===== src/rtl/cfg_loader.sv =====
// -----------------------------------------------------------------------------
// cfg_loader
// Frames configuration packets from the UART byte stream and commits them
// atomically to the active parameter bank. A packet is HEADER, PAR_NUM
// parameter bytes, then a checksum byte (sum of the parameter bytes mod 256).
// A validated packet is held in a shadow bank and copied to cfg_par in a
// single edge once the bridge driver reports idle, so the power stage never
// sees a half-updated parameter set.
//
// Ports
//   clk          system clock
//   rst_n        synchronous active-low reset
//   byte_data    received byte, qualified by byte_valid
//   byte_valid   one-cycle strobe per received byte
//   drv_busy     1 = bridge switching, commit deferred
//   cfg_par      active parameter bank, byte i at [8i+7:8i]
//   cfg_valid    sticky, set by the first commit after reset
//   cfg_update   one-cycle pulse when cfg_par takes new values
//   err_cksum    one-cycle pulse on checksum mismatch
//   err_timeout  one-cycle pulse on inter-byte timeout
//   err_overrun  one-cycle pulse when a byte is dropped while awaiting commit
// -----------------------------------------------------------------------------
module cfg_loader #(
    parameter int unsigned PAR_NUM     = 5,
    parameter logic [7:0]  HEADER      = 8'hA5,
    parameter int unsigned TIMEOUT_MAX = 16000
) (
    input  logic                   clk,
    input  logic                   rst_n,
    input  logic [7:0]             byte_data,
    input  logic                   byte_valid,
    input  logic                   drv_busy,
    output logic [PAR_NUM*8-1:0]   cfg_par,
    output logic                   cfg_valid,
    output logic                   cfg_update,
    output logic                   err_cksum,
    output logic                   err_timeout,
    output logic                   err_overrun
);

    localparam int unsigned      IDX_W    = $clog2(PAR_NUM + 1);
    localparam int unsigned      TMO_W    = $clog2(TIMEOUT_MAX + 1);
    localparam logic [IDX_W-1:0] IDX_LAST = IDX_W'(PAR_NUM - 1);
    // Expiry is flagged on the idle cycle that would bring tmo to TIMEOUT_MAX,
    // so the error pulse lands on the edge that processes that cycle.
    localparam logic [TMO_W-1:0] TMO_LAST = TMO_W'(TIMEOUT_MAX - 1);

    typedef enum logic [1:0] {
        S_HUNT,
        S_DATA,
        S_CKSUM,
        S_WAIT
    } state_t;

    state_t               r_state;
    state_t               w_next_state;

    logic [7:0]           r_shadow [PAR_NUM];
    logic [IDX_W-1:0]     r_idx;
    logic [7:0]           r_sum;
    logic [TMO_W-1:0]     r_tmo;

    logic [PAR_NUM*8-1:0] r_cfg_par;
    logic                 r_cfg_valid;
    logic                 r_cfg_update;
    logic                 r_err_cksum;
    logic                 r_err_timeout;
    logic                 r_err_overrun;

    logic                 w_open;
    logic                 w_expire;
    logic                 w_last;
    logic                 w_start;
    logic                 w_store;
    logic                 w_commit;
    logic                 w_err_cksum;
    logic                 w_err_timeout;
    logic                 w_err_overrun;

    assign w_open   = (r_state == S_DATA) || (r_state == S_CKSUM);
    // A strobe on the expiry cycle wins, hence the !byte_valid term.
    assign w_expire = w_open && !byte_valid && (r_tmo == TMO_LAST);
    assign w_last   = (r_idx == IDX_LAST);

    // ---------------------------------------------------------------- state reg
    // NOTE: sequential state uses non-blocking (<=) so every flop samples the
    // pre-edge values regardless of process evaluation order.
    always_ff @(posedge clk) begin
        if (!rst_n) r_state <= S_HUNT;
        else        r_state <= w_next_state;
    end

    // --------------------------------------------------------------- next state
    always_comb begin
        // NOTE: default assignment first so no path leaves w_next_state
        // unassigned, which would otherwise infer a latch.
        w_next_state = r_state;
        case (r_state)
            S_HUNT:  if (byte_valid && byte_data == HEADER) w_next_state = S_DATA;
            S_DATA: begin
                if (byte_valid) begin
                    if (w_last) w_next_state = S_CKSUM;
                end else if (w_expire) begin
                    w_next_state = S_HUNT;
                end
            end
            S_CKSUM: begin
                if (byte_valid)    w_next_state = (byte_data == r_sum) ? S_WAIT : S_HUNT;
                else if (w_expire) w_next_state = S_HUNT;
            end
            S_WAIT:  if (!drv_busy) w_next_state = S_HUNT;
            default: w_next_state = S_HUNT;
        endcase
    end

    // ------------------------------------------------------------- output comb
    // A byte arriving on the commit cycle is discarded without an overrun
    // pulse, keeping cfg_update and the error pulses mutually exclusive.
    always_comb begin
        w_start       = (r_state == S_HUNT)  && byte_valid && (byte_data == HEADER);
        w_store       = (r_state == S_DATA)  && byte_valid;
        w_commit      = (r_state == S_WAIT)  && !drv_busy;
        w_err_overrun = (r_state == S_WAIT)  && drv_busy && byte_valid;
        w_err_cksum   = (r_state == S_CKSUM) && byte_valid && (byte_data != r_sum);
        w_err_timeout = w_expire;
    end

    // ---------------------------------------------------------------- datapath
    always_ff @(posedge clk) begin
        if (!rst_n) begin
            // NOTE: the shadow bank is plain flops, so it is cleared with the
            // rest; a packet interrupted by reset leaves nothing behind.
            for (int i = 0; i < int'(PAR_NUM); i++) r_shadow[i] <= '0;
            r_idx         <= '0;
            r_sum         <= '0;
            r_tmo         <= '0;
            r_cfg_par     <= '0;
            r_cfg_valid   <= 1'b0;
            r_cfg_update  <= 1'b0;
            r_err_cksum   <= 1'b0;
            r_err_timeout <= 1'b0;
            r_err_overrun <= 1'b0;
        end else begin
            r_cfg_update  <= w_commit;
            r_err_cksum   <= w_err_cksum;
            r_err_timeout <= w_err_timeout;
            r_err_overrun <= w_err_overrun;

            if (w_start) begin
                r_idx <= '0;
                r_sum <= '0;
            end

            if (w_store) begin
                for (int i = 0; i < int'(PAR_NUM); i++) begin
                    if (r_idx == IDX_W'(i)) r_shadow[i] <= byte_data;
                end
                r_sum <= r_sum + byte_data;
                if (!w_last) r_idx <= r_idx + IDX_W'(1);
            end

            // Counts idle cycles only while a packet is open; any strobe,
            // expiry or leaving the packet clears it.
            if (w_open && !byte_valid && !w_expire) r_tmo <= r_tmo + TMO_W'(1);
            else                                    r_tmo <= '0;

            if (w_commit) begin
                for (int i = 0; i < int'(PAR_NUM); i++) r_cfg_par[8*i +: 8] <= r_shadow[i];
                r_cfg_valid <= 1'b1;
            end
        end
    end

    assign cfg_par     = r_cfg_par;
    assign cfg_valid   = r_cfg_valid;
    assign cfg_update  = r_cfg_update;
    assign err_cksum   = r_err_cksum;
    assign err_timeout = r_err_timeout;
    assign err_overrun = r_err_overrun;

endmodule


===== config.mk =====
export PLATFORM = sky130hd
export DESIGN_NAME = cfg_loader
export DESIGN_NICKNAME = d
export VERILOG_FILES = /design/src/rtl/cfg_loader.sv
export SDC_FILE = /design/constraint.sdc
export NUM_CORES = 1
export LEC_CHECK = 0
export CORE_MARGIN = 2
export CORE_UTILIZATION = 61
export CTS_BUF_LIST = sky130_fd_sc_hd__clkbuf_8
export CTS_CLUSTER_DIAMETER = 40
export CTS_CLUSTER_SIZE = 40
export DETAILED_ROUTE_END_ITERATION = 16
export GPL_TIMING_DRIVEN = 0
export PLACE_DENSITY_LB_ADDON = 0.25
export REMOVE_ABC_BUFFERS = 1
export SKIP_CTS_REPAIR_TIMING = 1
export SYNTH_ARGS = -nofsm -noshare
export SYNTH_HDL_FRONTEND = slang
export SYNTH_SLANG_ARGS = --single-unit
export TNS_END_PERCENT = 100

===== constraint.sdc =====
create_clock -name clk -period 3.6 [get_ports clk]
set_input_delay 0.36 -clock clk [delete_from_list [all_inputs] [get_ports clk]]
set_output_delay 0.36 -clock clk [all_outputs]
set_load 0.01 [all_outputs]

## Word-level counts from Yosys, hierarchy flattened

Memory sizes are Yosys's and may differ from the RTL's. A register that Yosys moved wholly into a read port is not among the register bits.
Cells that the tools add are included.
Widths: inputs -> output; s select.

- RAM bits: 40
- Bits in read-only memories: 0
- Memories: 1
- Latch bits: 0
- Output and inout bits: 45
- Register bits: 32

Memories:

| name | words | bits a word | read ports | clocked after memory_dff | write ports | RTL line | RTL |
|---|---|---|---|---|---|---|---|
| r_shadow | 5 | 8 | 5 | 5 | 5 | 58 | `logic [7:0] r_shadow [PAR_NUM];` |

- Add/subtract/negate cells: 3
- $lt $le $gt $ge: 0
- Reduce and logical (&&, ||, !) cells: 26
- Divide/modulo/power cells: 0
- Shift operators: 0
- Bitwise logic cells: 5
- Multiplexer cells: 39
- Equality and inequality tests: 14
- $mul: 0

Operators with widths:

| operator | count |
|---|---|
| $mux 8 | 7 |
| $mux 1 | 21 |
| $add 14x1->14 const B | 1 |
| $eq 14x14->1 const B | 1 |
| $mux 2 | 7 |
| $logic_and 1x1->1 | 12 |
| $mux 3 | 3 |
| $add 8x8->8 | 1 |
| $eq 8x8->1 | 1 |
| $eq 8x8->1 const B | 1 |
| $logic_not 1->1 | 8 |
| $ne 8x8->1 | 1 |
| $pmux 2 s4 | 1 |
| $eq 3x2->1 const B | 2 |
| $or 1x1->1 | 5 |
| $eq 2x2->1 const B | 2 |
| $ne 2x2->1 const B | 2 |
| $add 3x1->3 const B | 1 |
| $eq 3x1->1 const B | 1 |
| $eq 3x3->1 const B | 1 |
| $logic_not 3->1 | 1 |
| $ne 3x3->1 const B | 1 |
| $reduce_and 3->1 | 1 |
| $eq 2x1->1 const B | 1 |
| 4 further kinds | 4 |

## Logic depth before layout (Yosys ltp)

Gate-level depths: netlist of the first run.

- Depth in word-level cells: 7
- Depth in mapped cells: 7

## Worst setup path after synthesis of the first run

No wires, ideal clock.

- Path type: input-to-reg
- From: input port byte_data[0]
- To: register r_sum[6]
- Buffers on the path: 0
- Stages on the path: 7
- Required time: 3484 ps
- Path slack: 1767 ps
- Data arrival time: 1717 ps
- Library setup time: 116 ps
- Cells stage by stage: ha_1 fa_1 a211oi_1 o21bai_1 a21oi_1 mux2i_1 a31o_2

- Cells in the longest elaborated chain, start to end: 3

Ends and longest elaborated chain:

| item | RTL line | RTL |
|---|---|---|
| start: declaration | 30 | `input logic [7:0] byte_data,` |
| parallel branches: the longest is 3 deep, another holds $add 8x8->8 | - |  |
| end signal: assignment | 158 | `r_sum <= r_sum + byte_data;` |
| end: declaration | 60 | `logic [7:0] r_sum;` |

Parallel ways; which one is timed is not known.
A chain may end at the register's enable or synchronous reset.

==> reports/results.ini, run 1 <==
[finish]
syn_to_final_growth_pct=19.71
drive_gt1_share_pct=6.237
nets=523
finalNonFillerCells=596
antenna_cells=0

[sta]
slew_viol_final=0
period_needed_ns=2.378
timing_hold_violations_final=0
max_freq_ghz=0.4206
post-route-period-util_pct=66.05
rsz0062_at_grt=no
setup_viol=0
max_slew_margin_pct=17.02
worst_pin_slew_ns=1.232
setup_tns_ns=0
fin_worst_skew_ns=0.01473
hold-worst-slack_ns=0.4597

[synthesis]
netlist_top_cells_area=dfxtp_1, edfxtp_1, nand2_1, a21oi_1, ha_1
ys_seq_area_share_pct=58.72
syn-cell-area_mm2=0.004501
yosysWarnings=0
synth.distinct_cells=52
synth_common_cells=nand2_1, dfxtp_1, a21oi_1
async_reset_ff_share_pct=0
post-synth-top-count-cell=nand2_1
synth_edf_count=40
ys_ff_latch=112
synth_top_area_cell=dfxtp_1
yosysTopAreaCellShare_pct=32.03
synth_area_per_cell_um2=10.14
synthFlopType=dfxtp_1
syn_inst=444

[detailed_routing]
drc=0
drt-initial-drc-count=149
wl_mm=8.615
wl_per_cell_um=14.45
drt-pass1-iter-count=4
via_per_inst=5.477
ant_nets=0
vias=3264

[power_and_ir_drop]
swShare_pct=23.59
pwr-share-seq_pct=55.2
comb_power_share_pct=9.2
peakVddDrop_v=0.0003203
power_density_mw_per_mm2=465.4
p_int_mw=1.916
clkPwrFrac_pct=35.6
power.leakage_nw=1.916
p_switching_mw=0.5914

[critical_path]
r2r_cells=4
slowest_stage=clkdlybuf4s50_1
cpPeakStageDelay_ns=0.81
cp.required_ns=3.78
worst-path-buf-inv=3
critPathMaxFanout=41
cp_data_arrival_time_ns=2.56
cpLargestDelayFamily=buffers and inverters
crit_chain=clkdlybuf4s50_1, inv_2, buf_12, nor3_1, and2_1
path_class=input port to flop
startpoint_type=input port
crit_cells=5
crit_path_end_kind=flop

[hold_path]
hp-class=flop to flop
hold_depth=2

[global_routing]
grt_max_degree=42
antenna_found_initial=0
track_usage_pct=21.79
grt_pass1_wl_mm=14.19
grt_overflow_total=0
grt_pass1_vias=3016

[clock_tree]
cts_tree=yes
cts.clk_slew.worst_paths_ns=0.11
cts_inserted_buffers=9
clock_latency_ns=0.37
cts_sinks=112
cts_buffer_depth=2
cts_root_buf=clkbuf_8
htreeDepth=3

[run_status]
status=completed

[placement]
gp_congestion=0.9203
place_hpwl_mm=6.026
portBuffers=56
dp.cells=580

[die]
rows=31
die_area_mm2=0.008081
start_util_pct=62.38
fp.coreArea_mm2=0.007214
io_pins=57
die_w_um=89.90
die_h_um=89.90

[run]
drv_cap=0

path summary, 6_finish.rpt:
path         slack [ns]             end        start
max                1.22  r_shadow[2][2]        rst_n
min                0.46     cfg_par[19]  cfg_par[19]
max reg2reg        1.34  r_shadow[4][5]   r_state[1]
min reg2reg        0.46     cfg_par[19]  cfg_par[19]
power by group through the flow:
stage	Clock, mW	Combinational, mW	Sequential [mW]
6_report	0.892	0.231	1.38
5_1_grt	0.964	0.257	1.39
4_1_cts	0.903	0.229	1.38
3_5_place_dp	0	0.228	1.41
3_3_place_gp	0	0.218	1.41
2_1_floorplan	0	0.162	1.41
per-stage QoR:
stage / setup WS (ns) / area (um^2) / util, % / total power [mW]
3_3_place_gp: 0.1492 / 5095 / 70.62 / 1.630
4_1_cts: 1.266 / 5388 / 74.68 / 2.517
3_5_place_dp: 0.8926 / 5137 / 71.21 / 1.642
5_1_grt: 1.042 / 5388 / 74.68 / 2.612
6_report: 1.222 / 5388 / 74.68 / 2.507
2_1_floorplan: 1.366 / 4410 / - / 1.569
sequential cells by signal, indices dropped and copies added, names as in the netlist:
name / cells
r_idx: 3
err_cksum: 1
r_state: 2
r_tmo: 14
r_shadow: 40
err_overrun: 1
r_sum: 8
cfg_par: 40
cfg_valid: 1
err_timeout: 1
cfg_update: 1
worst reg2reg max path, stage by stage (launching register included):
cell and delay [ns]:
dfxtp_1 0.36, inv_1 0.11, ha_1 0.21, nand2_1 0.18, o21ai_0 1.02
placed cells by master, fill, tap and decap left out, types with 4 or more instances in the layout:
cell type | Yosys | routed
nand2_1 | 104 | 104
dfxtp_1 | 72 | 72
clkdlybuf4s50_1 | 0 | 56
a21oi_1 | 47 | 47
edfxtp_1 | 40 | 40
nor2_1 | 34 | 34
ha_1 | 18 | 18
nand3_1 | 12 | 12
xor2_1 | 12 | 12
and2_1 | 11 | 11
inv_1 | 10 | 9
clkbuf_8 | 0 | 9
a22oi_1 | 6 | 6
nand4_1 | 5 | 5
nand2b_1 | 4 | 4
xnor2_1 | 4 | 4
final cells by class:
class                   instances  area (um^2)
well taps                      99        123.9
inverters                      10        37.54
flip-flops and latches        112         2643
fillers                       535         1827
repair buffers                 58        595.6
multi-input cells             301         1738
clock inverters                 7        126.4
clock buffers                   9        123.9
kinds of logic (layout without fill, tap and decap cells):
family	count (synthesis)	in the layout	synth area share (%)
buffers and inverters	31	84	2.836
AND/OR/NAND/NOR	192	192	19.96
adder cells (fa/ha/maj)	19	19	5.449
AO/OA/AOI/OAI	73	73	9.702
XOR/XNOR	16	16	3.114
flip-flops	112	112	58.72
multiplexers	1	1	0.2224
per-layer routing:
layer | share of wire, % | wire, um | vias up | track usage (%)
met2 | 51 | 4393 | 85 | 38.45
met1 | 44 | 3802 | 1553 | 27.63
met3 | 4.1 | 353 | 9 | 4.443
met4 | 0.75 | 65 | 0 | 5.513
met5 | 0 | 0 | - | 0
li1 | - | - | 1617 | -
Power figures use the tool's default switching activity.
==> run 2: changes to the inputs <==
Settings changed: CORE_UTILIZATION 61 to 52.
Clock period 3.6 ns to 1.91 ns, I/O delays scaled along.
==> run 2 against run 1 <==
  * Via count down 0.37%
  * Largest cell class unchanged
  * Critical endpoint is now r_shadow[4][4]
  * First-iteration DRC count increased by 12%
  * Largest power group unchanged
  * Sequential power rose by 89%
==> reports/results.ini, run 2 (same netlist as run 1, synthesis figures left out) <==
[global_routing]
met2_usage_pct=30.40
use_met1_pct=23.98
antenna_found_initial=0
grt_overflow_total=0
grt_max_degree=42
track_usage_pct=18.39
busiest_layer=met2
grt_pass1_vias=3093
globalRouteMet3Util_pct=3.540
grt_pass1_wl_mm=14.17

[clock_tree]
cts_tree=yes
htreeDepth=3
cts_buffer_depth=2
clock_latency_ns=0.37
cts.clk_slew.worst_paths_ns=0.10
cts_root_buf=clkbuf_8
cts_sinks=112
cts_inserted_buffers=9

[finish]
post-route-util_pct=64.92
nets=524
layout_commonest_cell=nand2_1
syn_to_final_growth_pct=19.71
antenna_cells=0
drive_gt1_share_pct=8.434
finalNonFillerCells=603
layout_common_cells=nand2_1, dfxtp_1, clkdlybuf4s50_1
n_fill_cell=673

[sta]
slew_viol_final=0
timing_hold_violations_final=0
period_needed_ns=1.856
post-route-period-util_pct=97.18
max_freq_ghz=0.5387
max_slew_margin_pct=44.70
fin_worst_skew_ns=0.006802
setup_viol=0
worst_pin_slew_ns=0.8257
rsz0062_at_grt=yes

[power_and_ir_drop]
peakVddDrop_v=0.0004823
power_density_mw_per_mm2=838.5
power.leakage_nw=1.912

[detailed_routing]
wl_mm=8.613
drt-pass1-iter-count=5
wl_per_cell_um=14.28
via_per_inst=5.393
vias=3252
ant_nets=0
drc=0
drt-initial-drc-count=167

[die]
die_w_um=97.03
rows=33
fp.coreArea_mm2=0.008299
die_area_mm2=0.009415
io_pins=57
die_h_um=97.03
start_util_pct=54.23

[placement]
portBuffers=56
place_hpwl_mm=5.853
gp_congestion=0.9279
dp.cells=585

[critical_path]
critPathMaxFanout=8
cp.required_ns=2.01
critPathCapture=r_shadow[4][4]
startpoint_type=flop
path_class=flop to flop
rr_endpoint=r_shadow[4][4]
crit_path_end_kind=flop
startpoint=r_idx[0]
cp_data_arrival_time_ns=1.96
r2r_cells=7
reg2reg_from=r_idx[0]
r2r_slack_ns=0.05

[run_status]
status=completed

[hold_path]
hp-class=input port to flop

[run]
drv_cap=0

==> run 2: how the worst min path moves through the flow <==
| stage | start | to | slack (ns) | depth (start not counted) |
|---|---|---|---|---|
| floorplan | byte_valid | err_overrun | 0.33 | 2 |
| global placement | cfg_par[8] | cfg_par[8] | 0.44 | 2 |
| detailed placement | cfg_par[28] | cfg_par[28] | 0.45 | 2 |
| CTS | cfg_par[28] | cfg_par[28] | 0.46 | 2 |
| global route | rst_n | err_overrun | 0.46 | 3 |
| finish | rst_n | err_overrun | 0.44 | 3 |
==> run 2: critical path: stages (launching register included) <==
cell and delay, ns:
dfxtp_1 0.40, inv_1 0.10, ha_1 0.22, nor2_1 0.11
nor2_1 0.05, nor3_1 0.32, nor3_2 0.14, and2_1 0.25
==> run 2: stage by stage <==
stage / power (mW) / worst slack [ns] / cell area, um^2 / TNS [ns] / hold slack (ns)
after global routing: 4.699 / -0.02831 / 5388 / -0.5475 / 0.4554
after global placement: 3.076 / -1.391 / 5102 / -139.06 / 0.4432
final: 4.518 / 0.05380 / 5388 / 0 / 0.4395
after floorplan: 2.958 / -0.3236 / 4410 / -13.17 / 0.3282
after CTS: 4.529 / -0.3343 / 5341 / -15.37 / 0.4621
after detailed placement: 3.099 / -0.7008 / 5132 / -46.75 / 0.4477
==> run 2: area by class of cell <==
class                   instances  area (um^2)  area share (%)
inverters                      10        37.54          0.6967
clock buffers                   9        123.9           2.299
well taps                     105        131.4           2.438
multi-input cells             302         1777           32.98
clock inverters                 7        85.08           1.579
flip-flops and latches        112         2643           49.05
repair buffers                 58        590.6           10.96
==> run 2: where the power goes <==
part	switching (mW)	internal [mW]	total (mW)
Sequential	0.0417	2.57	2.61
Combinational	0.291	0.160	0.451
Clock	0.821	0.635	1.46
==> run 2: metal layers <==
layer  share of wire, %  routed length, um
met4                2.2                193
met5                  0                  0
met3                4.5                390
met2                 48               4125
met1                 45               3904
